`config.mk`:
```
export PLATFORM = sky130hd
export DESIGN_NAME = decode_stage_flat
export DESIGN_NICKNAME = d
export VERILOG_FILES = /design/src/rtl/sips4_pkg.sv /design/src/rtl/decode_stage_if.sv /design/src/rtl/reg_scoreboard.sv /design/src/rtl/decode_stage.sv /design/src/flat_wrapper.sv
export SDC_FILE = /design/constraint.sdc
export NUM_CORES = 1
export LEC_CHECK = 0
export CORE_ASPECT_RATIO = 0.9
export CORE_MARGIN = 2
export CORE_UTILIZATION = 46
export DETAILED_ROUTE_END_ITERATION = 10
export HOLD_SLACK_MARGIN = 0.12
export PLACE_DENSITY = 0.95
export SYNTH_ARGS = -nofsm -noshare
export SYNTH_HDL_FRONTEND = slang
export SYNTH_SLANG_ARGS = --single-unit
```
`constraint.sdc`:
```
create_clock -name clk -period 8 [get_ports clk]
set_input_delay 2.4 -clock clk [delete_from_list [all_inputs] [get_ports clk]]
set_output_delay 2.4 -clock clk [all_outputs]
set_load 0.1 [all_outputs]
```
`src/rtl/sips4_pkg.sv`:
```
// Shared definitions for the SIPS4 decode stage: opcode encoding, instruction
// field positions, default widths and small opcode-class helpers.
package sips4_pkg;

  localparam int DW_DEF  = 4;
  localparam int AW_DEF  = 3;

  localparam int OP_LSB  = 12;
  localparam int RD_LSB  = 9;
  localparam int RS_LSB  = 6;
  localparam int RT_LSB  = 3;
  localparam int IMM_LSB = 0;
  localparam int OP_W    = 4;
  localparam int REG_W   = 3;
  localparam int IMM_W   = 4;

  typedef enum logic [OP_W-1:0] {
    OP_NOP  = 4'd0,
    OP_ADD  = 4'd1,
    OP_SUB  = 4'd2,
    OP_AND  = 4'd3,
    OP_OR   = 4'd4,
    OP_ADDI = 4'd5,
    OP_LI   = 4'd6,
    OP_HALT = 4'd15
  } op_e;

  typedef enum logic {
    ST_RUN    = 1'b0,
    ST_HALTED = 1'b1
  } state_e;

  function automatic logic op_legal(input logic [OP_W-1:0] op);
    return (op <= OP_LI) || (op == OP_HALT);
  endfunction

  function automatic logic op_writes(input logic [OP_W-1:0] op);
    return (op >= OP_ADD) && (op <= OP_LI);
  endfunction

  function automatic logic op_uses_rt(input logic [OP_W-1:0] op);
    return (op >= OP_ADD) && (op <= OP_OR);
  endfunction

  function automatic logic op_uses_imm(input logic [OP_W-1:0] op);
    return (op == OP_ADDI) || (op == OP_LI);
  endfunction

endpackage

```
`src/rtl/decode_stage_if.sv`:
```
// Fetch, register-file, writeback and execute signals of the decode stage.
// slave = decode stage side, master = surrounding pipeline side.
interface decode_stage_if
  import sips4_pkg::*;
#(
  parameter int DW = DW_DEF,
  parameter int AW = AW_DEF
);
  logic          in_valid;
  logic          in_ready;
  logic [15:0]   in_instr;
  logic [AW-1:0] rf_ra1;
  logic [AW-1:0] rf_ra2;
  logic [DW-1:0] rf_rd1;
  logic [DW-1:0] rf_rd2;
  logic          wb_we;
  logic [AW-1:0] wb_wa;
  logic [DW-1:0] wb_wd;
  logic          out_valid;
  logic          out_ready;
  logic [3:0]    out_op;
  logic [AW-1:0] out_wa;
  logic          out_we;
  logic [DW-1:0] out_a;
  logic [DW-1:0] out_b;

  modport slave (
    input  in_valid, in_instr, rf_rd1, rf_rd2, wb_we, wb_wa, wb_wd, out_ready,
    output in_ready, rf_ra1, rf_ra2, out_valid, out_op, out_wa, out_we, out_a, out_b
  );

  modport master (
    output in_valid, in_instr, rf_rd1, rf_rd2, wb_we, wb_wa, wb_wd, out_ready,
    input  in_ready, rf_ra1, rf_ra2, out_valid, out_op, out_wa, out_we, out_a, out_b
  );
endinterface

```
`src/rtl/reg_scoreboard.sv`:
```
// Pending-write scoreboard: one bit per architectural register, set on issue
// of a writing instruction, cleared on writeback; a same-cycle set wins.
module reg_scoreboard
  import sips4_pkg::*;
#(
  parameter int AW = AW_DEF
) (
  input  logic          clk,
  input  logic          rst_n,
  input  logic          i_set,
  input  logic [AW-1:0] i_set_addr,
  input  logic          i_clr,
  input  logic [AW-1:0] i_clr_addr,
  input  logic [AW-1:0] i_src1,
  input  logic [AW-1:0] i_src2,
  output logic          o_pend1,
  output logic          o_pend2
);
  localparam int NREG = 1 << AW;

  logic [NREG-1:0] r_pend;
  logic [NREG-1:0] w_pend_nxt;

  // Clear applied before set so an issue to the register being written back stays pending.
  always_comb begin
    w_pend_nxt = r_pend;
    if (i_clr) w_pend_nxt[i_clr_addr] = 1'b0;
    if (i_set) w_pend_nxt[i_set_addr] = 1'b1;
  end

  always_ff @(posedge clk or negedge rst_n) begin
    if (!rst_n) r_pend <= '0;
    else        r_pend <= w_pend_nxt;
  end

  assign o_pend1 = r_pend[i_src1];
  assign o_pend2 = r_pend[i_src2];
endmodule

```
`src/rtl/decode_stage.sv`:
```
// SIPS4 decode stage: decodes one instruction per cycle into a registered
// execute payload with scoreboard hazard stalls and a RUN/HALTED FSM.
// Optional macro DECODE_BYPASS_EN forwards same-cycle writeback data into operands.
module decode_stage
  import sips4_pkg::*;
#(
  parameter int DW = DW_DEF,
  parameter int AW = AW_DEF
) (
  input  logic clk,
  input  logic rst_n,
  input  logic resume,
  output logic halted,
  output logic illegal,
  decode_stage_if.slave bus
);
  state_e          r_state;
  state_e          w_state_nxt;
  logic            r_vld_p1;
  logic [3:0]      r_op_p1;
  logic [AW-1:0]   r_wa_p1;
  logic            r_we_p1;
  logic [DW-1:0]   r_a_p1;
  logic [DW-1:0]   r_b_p1;
  logic            r_illegal;

  logic [3:0]      w_op;
  logic [AW-1:0]   w_rd;
  logic [AW-1:0]   w_rs;
  logic [AW-1:0]   w_rt;
  logic [DW-1:0]   w_imm_ext;
  logic            w_pend_rs;
  logic            w_pend_rt;
  logic            w_fwd_rs;
  logic            w_fwd_rt;
  logic [DW-1:0]   w_rs_val;
  logic [DW-1:0]   w_rt_val;
  logic [DW-1:0]   w_a;
  logic [DW-1:0]   w_b;
  logic [3:0]      w_op_dec;
  logic            w_we_dec;
  logic            w_hazard;
  logic            w_run;
  logic            w_in_ready;
  logic            w_accept;

  assign w_op      = bus.in_instr[OP_LSB +: OP_W];
  assign w_rd      = AW'(bus.in_instr[RD_LSB +: REG_W]);
  assign w_rs      = AW'(bus.in_instr[RS_LSB +: REG_W]);
  assign w_rt      = AW'(bus.in_instr[RT_LSB +: REG_W]);
  assign w_imm_ext = DW'(bus.in_instr[IMM_LSB +: IMM_W]);

  assign bus.rf_ra1 = w_rs;
  assign bus.rf_ra2 = w_rt;

`ifdef DECODE_BYPASS_EN
  assign w_fwd_rs = bus.wb_we && (bus.wb_wa == w_rs);
  assign w_fwd_rt = bus.wb_we && (bus.wb_wa == w_rt);
`else
  assign w_fwd_rs = 1'b0;
  assign w_fwd_rt = 1'b0;
  logic w_unused_wd;
  assign w_unused_wd = ^bus.wb_wd;
`endif

  assign w_rs_val = w_fwd_rs ? bus.wb_wd : bus.rf_rd1;
  assign w_rt_val = w_fwd_rt ? bus.wb_wd : bus.rf_rd2;

  // rs feeds out_a for every opcode except LI; illegal opcodes issue as NOP.
  assign w_a      = (w_op == OP_LI) ? '0 : w_rs_val;
  assign w_b      = op_uses_rt(w_op)  ? w_rt_val :
                    op_uses_imm(w_op) ? w_imm_ext : '0;
  assign w_op_dec = op_legal(w_op) ? w_op : OP_NOP;
  assign w_we_dec = op_writes(w_op);

  assign w_hazard   = ((w_op != OP_LI) && w_pend_rs && !w_fwd_rs) ||
                      (op_uses_rt(w_op) && w_pend_rt && !w_fwd_rt);
  assign w_run      = (r_state == ST_RUN);
  assign w_in_ready = w_run && !w_hazard && (!r_vld_p1 || bus.out_ready);
  assign w_accept   = bus.in_valid && w_in_ready;

  reg_scoreboard #(.AW(AW)) u_sb (
    .clk        (clk),
    .rst_n      (rst_n),
    .i_set      (w_accept && w_we_dec),
    .i_set_addr (w_rd),
    .i_clr      (bus.wb_we),
    .i_clr_addr (bus.wb_wa),
    .i_src1     (w_rs),
    .i_src2     (w_rt),
    .o_pend1    (w_pend_rs),
    .o_pend2    (w_pend_rt)
  );

  always_comb begin
    w_state_nxt = r_state;
    case (r_state)
      ST_RUN:    if (w_accept && (w_op == OP_HALT)) w_state_nxt = ST_HALTED;
      ST_HALTED: if (resume) w_state_nxt = ST_RUN;
    endcase
  end

  always_ff @(posedge clk or negedge rst_n) begin
    if (!rst_n) begin
      r_state   <= ST_RUN;
      r_illegal <= 1'b0;
    end else begin
      r_state   <= w_state_nxt;
      r_illegal <= r_illegal || (w_accept && !op_legal(w_op));
    end
  end

  // Stage p1: execute payload, held stable while out_valid waits for out_ready.
  always_ff @(posedge clk or negedge rst_n) begin
    if (!rst_n) begin
      r_vld_p1 <= 1'b0;
      r_op_p1  <= '0;
      r_wa_p1  <= '0;
      r_we_p1  <= 1'b0;
      r_a_p1   <= '0;
      r_b_p1   <= '0;
    end else if (w_accept) begin
      r_vld_p1 <= 1'b1;
      r_op_p1  <= w_op_dec;
      r_wa_p1  <= w_rd;
      r_we_p1  <= w_we_dec;
      r_a_p1   <= w_a;
      r_b_p1   <= w_b;
    end else if (bus.out_ready) begin
      r_vld_p1 <= 1'b0;
    end
  end

  assign bus.in_ready  = w_in_ready;
  assign bus.out_valid = r_vld_p1;
  assign bus.out_op    = r_op_p1;
  assign bus.out_wa    = r_wa_p1;
  assign bus.out_we    = r_we_p1;
  assign bus.out_a     = r_a_p1;
  assign bus.out_b     = r_b_p1;
  assign halted        = (r_state == ST_HALTED);
  assign illegal       = r_illegal;
endmodule

```
`src/flat_wrapper.sv`:
```
// flat-port wrapper written by rule: the top's interface ports become plain ports
module decode_stage_flat import sips4_pkg::*;
#(
  parameter int DW = DW_DEF,
  parameter int AW = AW_DEF
)
  (clk, rst_n, resume, halted, illegal, bus_in_valid, bus_in_instr, bus_rf_rd1, bus_rf_rd2, bus_wb_we, bus_wb_wa, bus_wb_wd, bus_out_ready, bus_in_ready, bus_rf_ra1, bus_rf_ra2, bus_out_valid, bus_out_op, bus_out_wa, bus_out_we, bus_out_a, bus_out_b);
  decode_stage_if #(.DW(DW), .AW(AW)) bus_i ();
  input  logic clk;
  input  logic rst_n;
  input  logic resume;
  output logic halted;
  output logic illegal;
  input wire logic [$bits(bus_i.in_valid)-1:0] bus_in_valid;
  input wire logic [$bits(bus_i.in_instr)-1:0] bus_in_instr;
  input wire logic [$bits(bus_i.rf_rd1)-1:0] bus_rf_rd1;
  input wire logic [$bits(bus_i.rf_rd2)-1:0] bus_rf_rd2;
  input wire logic [$bits(bus_i.wb_we)-1:0] bus_wb_we;
  input wire logic [$bits(bus_i.wb_wa)-1:0] bus_wb_wa;
  input wire logic [$bits(bus_i.wb_wd)-1:0] bus_wb_wd;
  input wire logic [$bits(bus_i.out_ready)-1:0] bus_out_ready;
  output wire logic [$bits(bus_i.in_ready)-1:0] bus_in_ready;
  output wire logic [$bits(bus_i.rf_ra1)-1:0] bus_rf_ra1;
  output wire logic [$bits(bus_i.rf_ra2)-1:0] bus_rf_ra2;
  output wire logic [$bits(bus_i.out_valid)-1:0] bus_out_valid;
  output wire logic [$bits(bus_i.out_op)-1:0] bus_out_op;
  output wire logic [$bits(bus_i.out_wa)-1:0] bus_out_wa;
  output wire logic [$bits(bus_i.out_we)-1:0] bus_out_we;
  output wire logic [$bits(bus_i.out_a)-1:0] bus_out_a;
  output wire logic [$bits(bus_i.out_b)-1:0] bus_out_b;
  assign bus_i.in_valid = bus_in_valid;
  assign bus_i.in_instr = bus_in_instr;
  assign bus_i.rf_rd1 = bus_rf_rd1;
  assign bus_i.rf_rd2 = bus_rf_rd2;
  assign bus_i.wb_we = bus_wb_we;
  assign bus_i.wb_wa = bus_wb_wa;
  assign bus_i.wb_wd = bus_wb_wd;
  assign bus_i.out_ready = bus_out_ready;
  assign bus_in_ready = bus_i.in_ready;
  assign bus_rf_ra1 = bus_i.rf_ra1;
  assign bus_rf_ra2 = bus_i.rf_ra2;
  assign bus_out_valid = bus_i.out_valid;
  assign bus_out_op = bus_i.out_op;
  assign bus_out_wa = bus_i.out_wa;
  assign bus_out_we = bus_i.out_we;
  assign bus_out_a = bus_i.out_a;
  assign bus_out_b = bus_i.out_b;
  decode_stage #(.DW(DW), .AW(AW)) u_core (.clk(clk), .rst_n(rst_n), .resume(resume), .halted(halted), .illegal(illegal), .bus(bus_i));
endmodule
```
==> results.txt <==
- CP max FO: 5
- The repair_antennas step left the layout with diodes totalling 0.
- R2r startpoint: u_core.u_sb.r_pend[7]$_DFF_PN0_
* Max frequency: 146 MHz
- Clock transition at path regs: 0.15 ns
- Across every metal layer, demand over resource in global routing totals 0.213.
* Post-CTS Hold Fix Bufs: 0
* Number of endpoints failing setup at the final stage: 0
* Placement Rows: 19
* Share of power burned in the clock network: 0.108
- Average detailed-routed wire length per instance: 16.6 um
- The number of global-route vias before repair is 1325.
- Of the total power, registers draw 0.317.
- Switching fraction of total power: 0.520
* Worst Tran Pin Value: 1.18 ns
- Critical Path Slowest Stage Cell: clkdlybuf4s50_1
- Count of clock tree sinks: 27
* Worst reg2reg setup slack: 5.58 ns
- Share of synthesized area occupied by flip-flops and latches: 0.447
- For the worst-skew pair, the clock arrives at the later sink with an insertion delay of 0.34 ns.
- Routability congestion estimate: 0.842
- In the final layout, the share of cells above drive strength 1 is 0.130.
* Critical path data arrival time: 4.45 ns
* Remaining global-route overflow: 0
- Counting the fill cells in the layout gives 246.
- Die outline area: 3760 sq um
- The first detailed-routing pass took 4 iterations.
- Power Internal: 0.000281 W
* Violation count after the first detailed-routing iteration: 27
* Avg Cell Area, Syn: 11.4 sq um
- Worst-case headroom to the max-slew limit: 0.209
- Horizontal die dimension: 64.4 um
- The library cell used most frequently in the layout, excluding fill and tap cells, is clkdlybuf4s50_1.
- Starting density of the core: 0.489
- Count of cells along the worst hold path: 1
- The hold violation count in the final report is 0.
- Combinational group share of total power: 0.575
- VDD sags by at most 179 uV.
* Family with the most delay on the worst path: buffers and inverters
- Dividing total power by cell area gives a power density of 281 nW/um^2.
* Crit-path cells: clkdlybuf4s50_1, mux2_2, mux4_2, a32oi_1, and2_1, buf_4
- The worst setup path is captured at an output port.
- Unrepaired setup endpoints after global routing: no
* Number of nets in the synthesized netlist: 169
- The design draws 0.000585 W.
* LEAKAGE: 0.915 nW
* CTS tree: yes
- The worst hold path terminates at u_core.illegal$_DFF_PN0_.
- The routed layout has 1253 vias.
- The cell area that synthesis handed to floorplanning was 1510 sq um.
- Post-Syn Instances: 132
- CTS-repair resized insts: 0
* Final layout net count: 223
- Critical path depth: 6
- The routed design has 3760 um of wire.
* Antenna-violating nets left: 0
- The tightest min-delay check is of the flip-flop to flip-flop type.
- Buffer count from post-CTS setup fixing: 0
- The tool flagged a number of max-cap violations equal to 0.
- Yosys attributes the largest share of cell area to dfrtp_1 (45%), mux2_2 (8.2%), mux2i_1 (6.0%).
- Floorplan die height: 58.4 um
- Of the available clock period, the critical path in the final layout requires 0.857.
- After layout, the minimum clock period comes to 6.85 ns.
* Skew final: 0.00185 ns
- Largest net degree at the start of global routing: 28
- In this run, CTS created clock tree buffers numbering 3.
* Delay of the slowest cell on the worst path: 0.58 ns
* Core outline area: 3090 sq um
- Cells on worst reg2reg path: 6
- Port buffering added 58 buffers.
* Area share of the largest cell type after synthesis: 0.447
- The cell sitting at the root of the clock tree is a clkbuf_4.
- The final max-slew violation count is 0.
- Relative to the synthesized area, the layout overhead comes to 38.2%.
- Nature of the critical path startpoint: primary input
* Count of buffer and inverter cells on the critical path: 2
- Number of different library cells in the post-synthesis netlist: 35
- Initial antenna violation count: 0
- Power dissipated by switching net loads: 0.000305 W
- The library cells used most frequently in the layout, excluding fill and tap cells, are clkdlybuf4s50_1 (57), dfrtp_1 (27), inv_1 (12).
- Kind of critical path: primary input to output port
- Using the TritonRoute via totals, the vias-per-cell ratio works out to 5.52.
- Clock Path Buffers: 2
- The worst register-to-register path ends at u_core.bus.out_wa[0]$_DFFE_PN0P_.
- The flow ran to the end, and the final reports show no timing, DRC or antenna violations.
- Cell accounting for the most synthesized area: dfrtp_1
- In this run, synthesis produced a sequential element count of 27.
- H-tree level count: 1
* HPWL after detailed placement: 2890 um
- After detailed routing, the number of remaining DRC violations is 0.
* First-pass GRT wire length: 6120 um
- CP required: 5.60 ns
- Summed negative setup slack over all endpoints: 0 ns
- Warnings from Yosys: 0
* Number of I/O pins: 63
* Worst min-delay path startpoint: u_core.illegal$_DFF_PN0_
how the worst max path moves through the flow:
| stage | start | end | slack (ns) |
|---|---|---|---|
| floorplan | bus_in_instr[15] | bus_in_ready | 1.50 |
| global placement | bus_in_instr[4] | bus_in_ready | 1.22 |
| detailed placement | bus_in_instr[4] | bus_in_ready | 1.15 |
| CTS | bus_in_instr[4] | bus_in_ready | 1.14 |
| global route | bus_in_instr[4] | bus_in_ready | 1.09 |
| finish | bus_in_instr[4] | bus_in_ready | 1.15 |
registers in the layout, summed over array words and instances, names as in the netlist:
signal / flops
u_core.bus.out_valid: 1
u_core.bus.out_a: 4
u_core.bus.out_we: 1
u_core.halted: 1
u_core.bus.out_op: 4
u_core.illegal: 1
u_core.u_sb.r_pend: 8
u_core.bus.out_b: 4
u_core.bus.out_wa: 3
synthesized netlist by cell type:
master / count
nor3_1: 4
and3_1: 3
nand2b_1: 1
a21o_1: 1
buf_12: 1
nor3b_1: 3
a32oi_1: 1
or2_1: 1
a31o_2: 3
or4bb_1: 1
o21a_1: 1
nor2b_1: 2
mux2_2: 11
mux4_2: 2
a22o_1: 7
mux2_4: 1
inv_1: 12
a32o_1: 2
clkbuf_1: 1
o31a_1: 4
buf_4: 6
or3_1: 3
buf_6: 2
nor2_1: 2
dfrtp_1: 27
a41o_1: 1
mux2_1: 1
mux2i_1: 9
nand4_1: 1
a2bb2oi_1: 1
and4b_1: 3
xnor2_1: 2
or2_2: 1
nand2_1: 10
and2_1: 1
through the flow:
step | instance area, sq um | hold slack, ns | setup WS (ns) | cells | utilization
finish | 2090 | 0.514 | 1.15 | 227 | 0.675
global route | 2090 | 0.538 | 1.09 | 227 | 0.675
CTS | 2090 | 0.531 | 1.14 | 227 | 0.675
detailed placement | 2060 | 0.499 | 1.15 | 223 | 0.666
global placement | 2060 | 0.441 | 1.22 | 223 | 0.666
floorplan | 1510 | 0.478 | 1.50 | 132 | -
worst register-to-register path: cells and delay by family, from the launching register on:
| family | cells | cell delay [ns] |
|---|---|---|
| muxes | 3 | 1.15 |
| AOI/OAI and AO/OA | 1 | 0.21 |
| and+or+nand+nor | 1 | 0.19 |
| buffers and inverters | 1 | 0.33 |
| DFF | 1 | 0.45 |
cells by family (layout without fill, tap and decap cells):
kind of cell,Yosys count,in the layout,share of synthesized area
simple gates,36,36,0.139
flops,27,27,0.447
mux,24,24,0.189
buf+inv,22,75,0.0903
compound gates,21,21,0.123
xor+xnor,2,2,0.0116
power by group through the flow:
| stage | logic (W) | clock network, W | registers, W |
|---|---|---|---|
| floorplan | 0.0000894 | 0 | 0.000351 |
| global placement | 0.000332 | 0 | 0.000185 |
| detailed placement | 0.000337 | 0 | 0.000188 |
| finish | 0.000337 | 0.0000632 | 0.000186 |
| CTS | 0.000338 | 0.0000658 | 0.000185 |
| global route | 0.000348 | 0.0000703 | 0.000189 |
per-layer routing:
layer	global-route usage	vias to the layer above	wire (um)
met2	0.399	60	2010
met4	0.0729	0	58
met3	0.0440	7	285
li1	-	577	-
met5	0	-	0
met1	0.244	609	1410
area by class of cell:
cell class                 count  area (sq um)  share of cell area
clock buffer                   3          22.5              0.0108
clock inverter                 1          7.51             0.00360
inverter                      12          45.0              0.0216
multi-input combinational     83           698               0.335
sequential                    27           676               0.324
tap                           42          52.6              0.0252
timing repair buffer          59           586               0.281
Power figures use the tool's default switching activity.
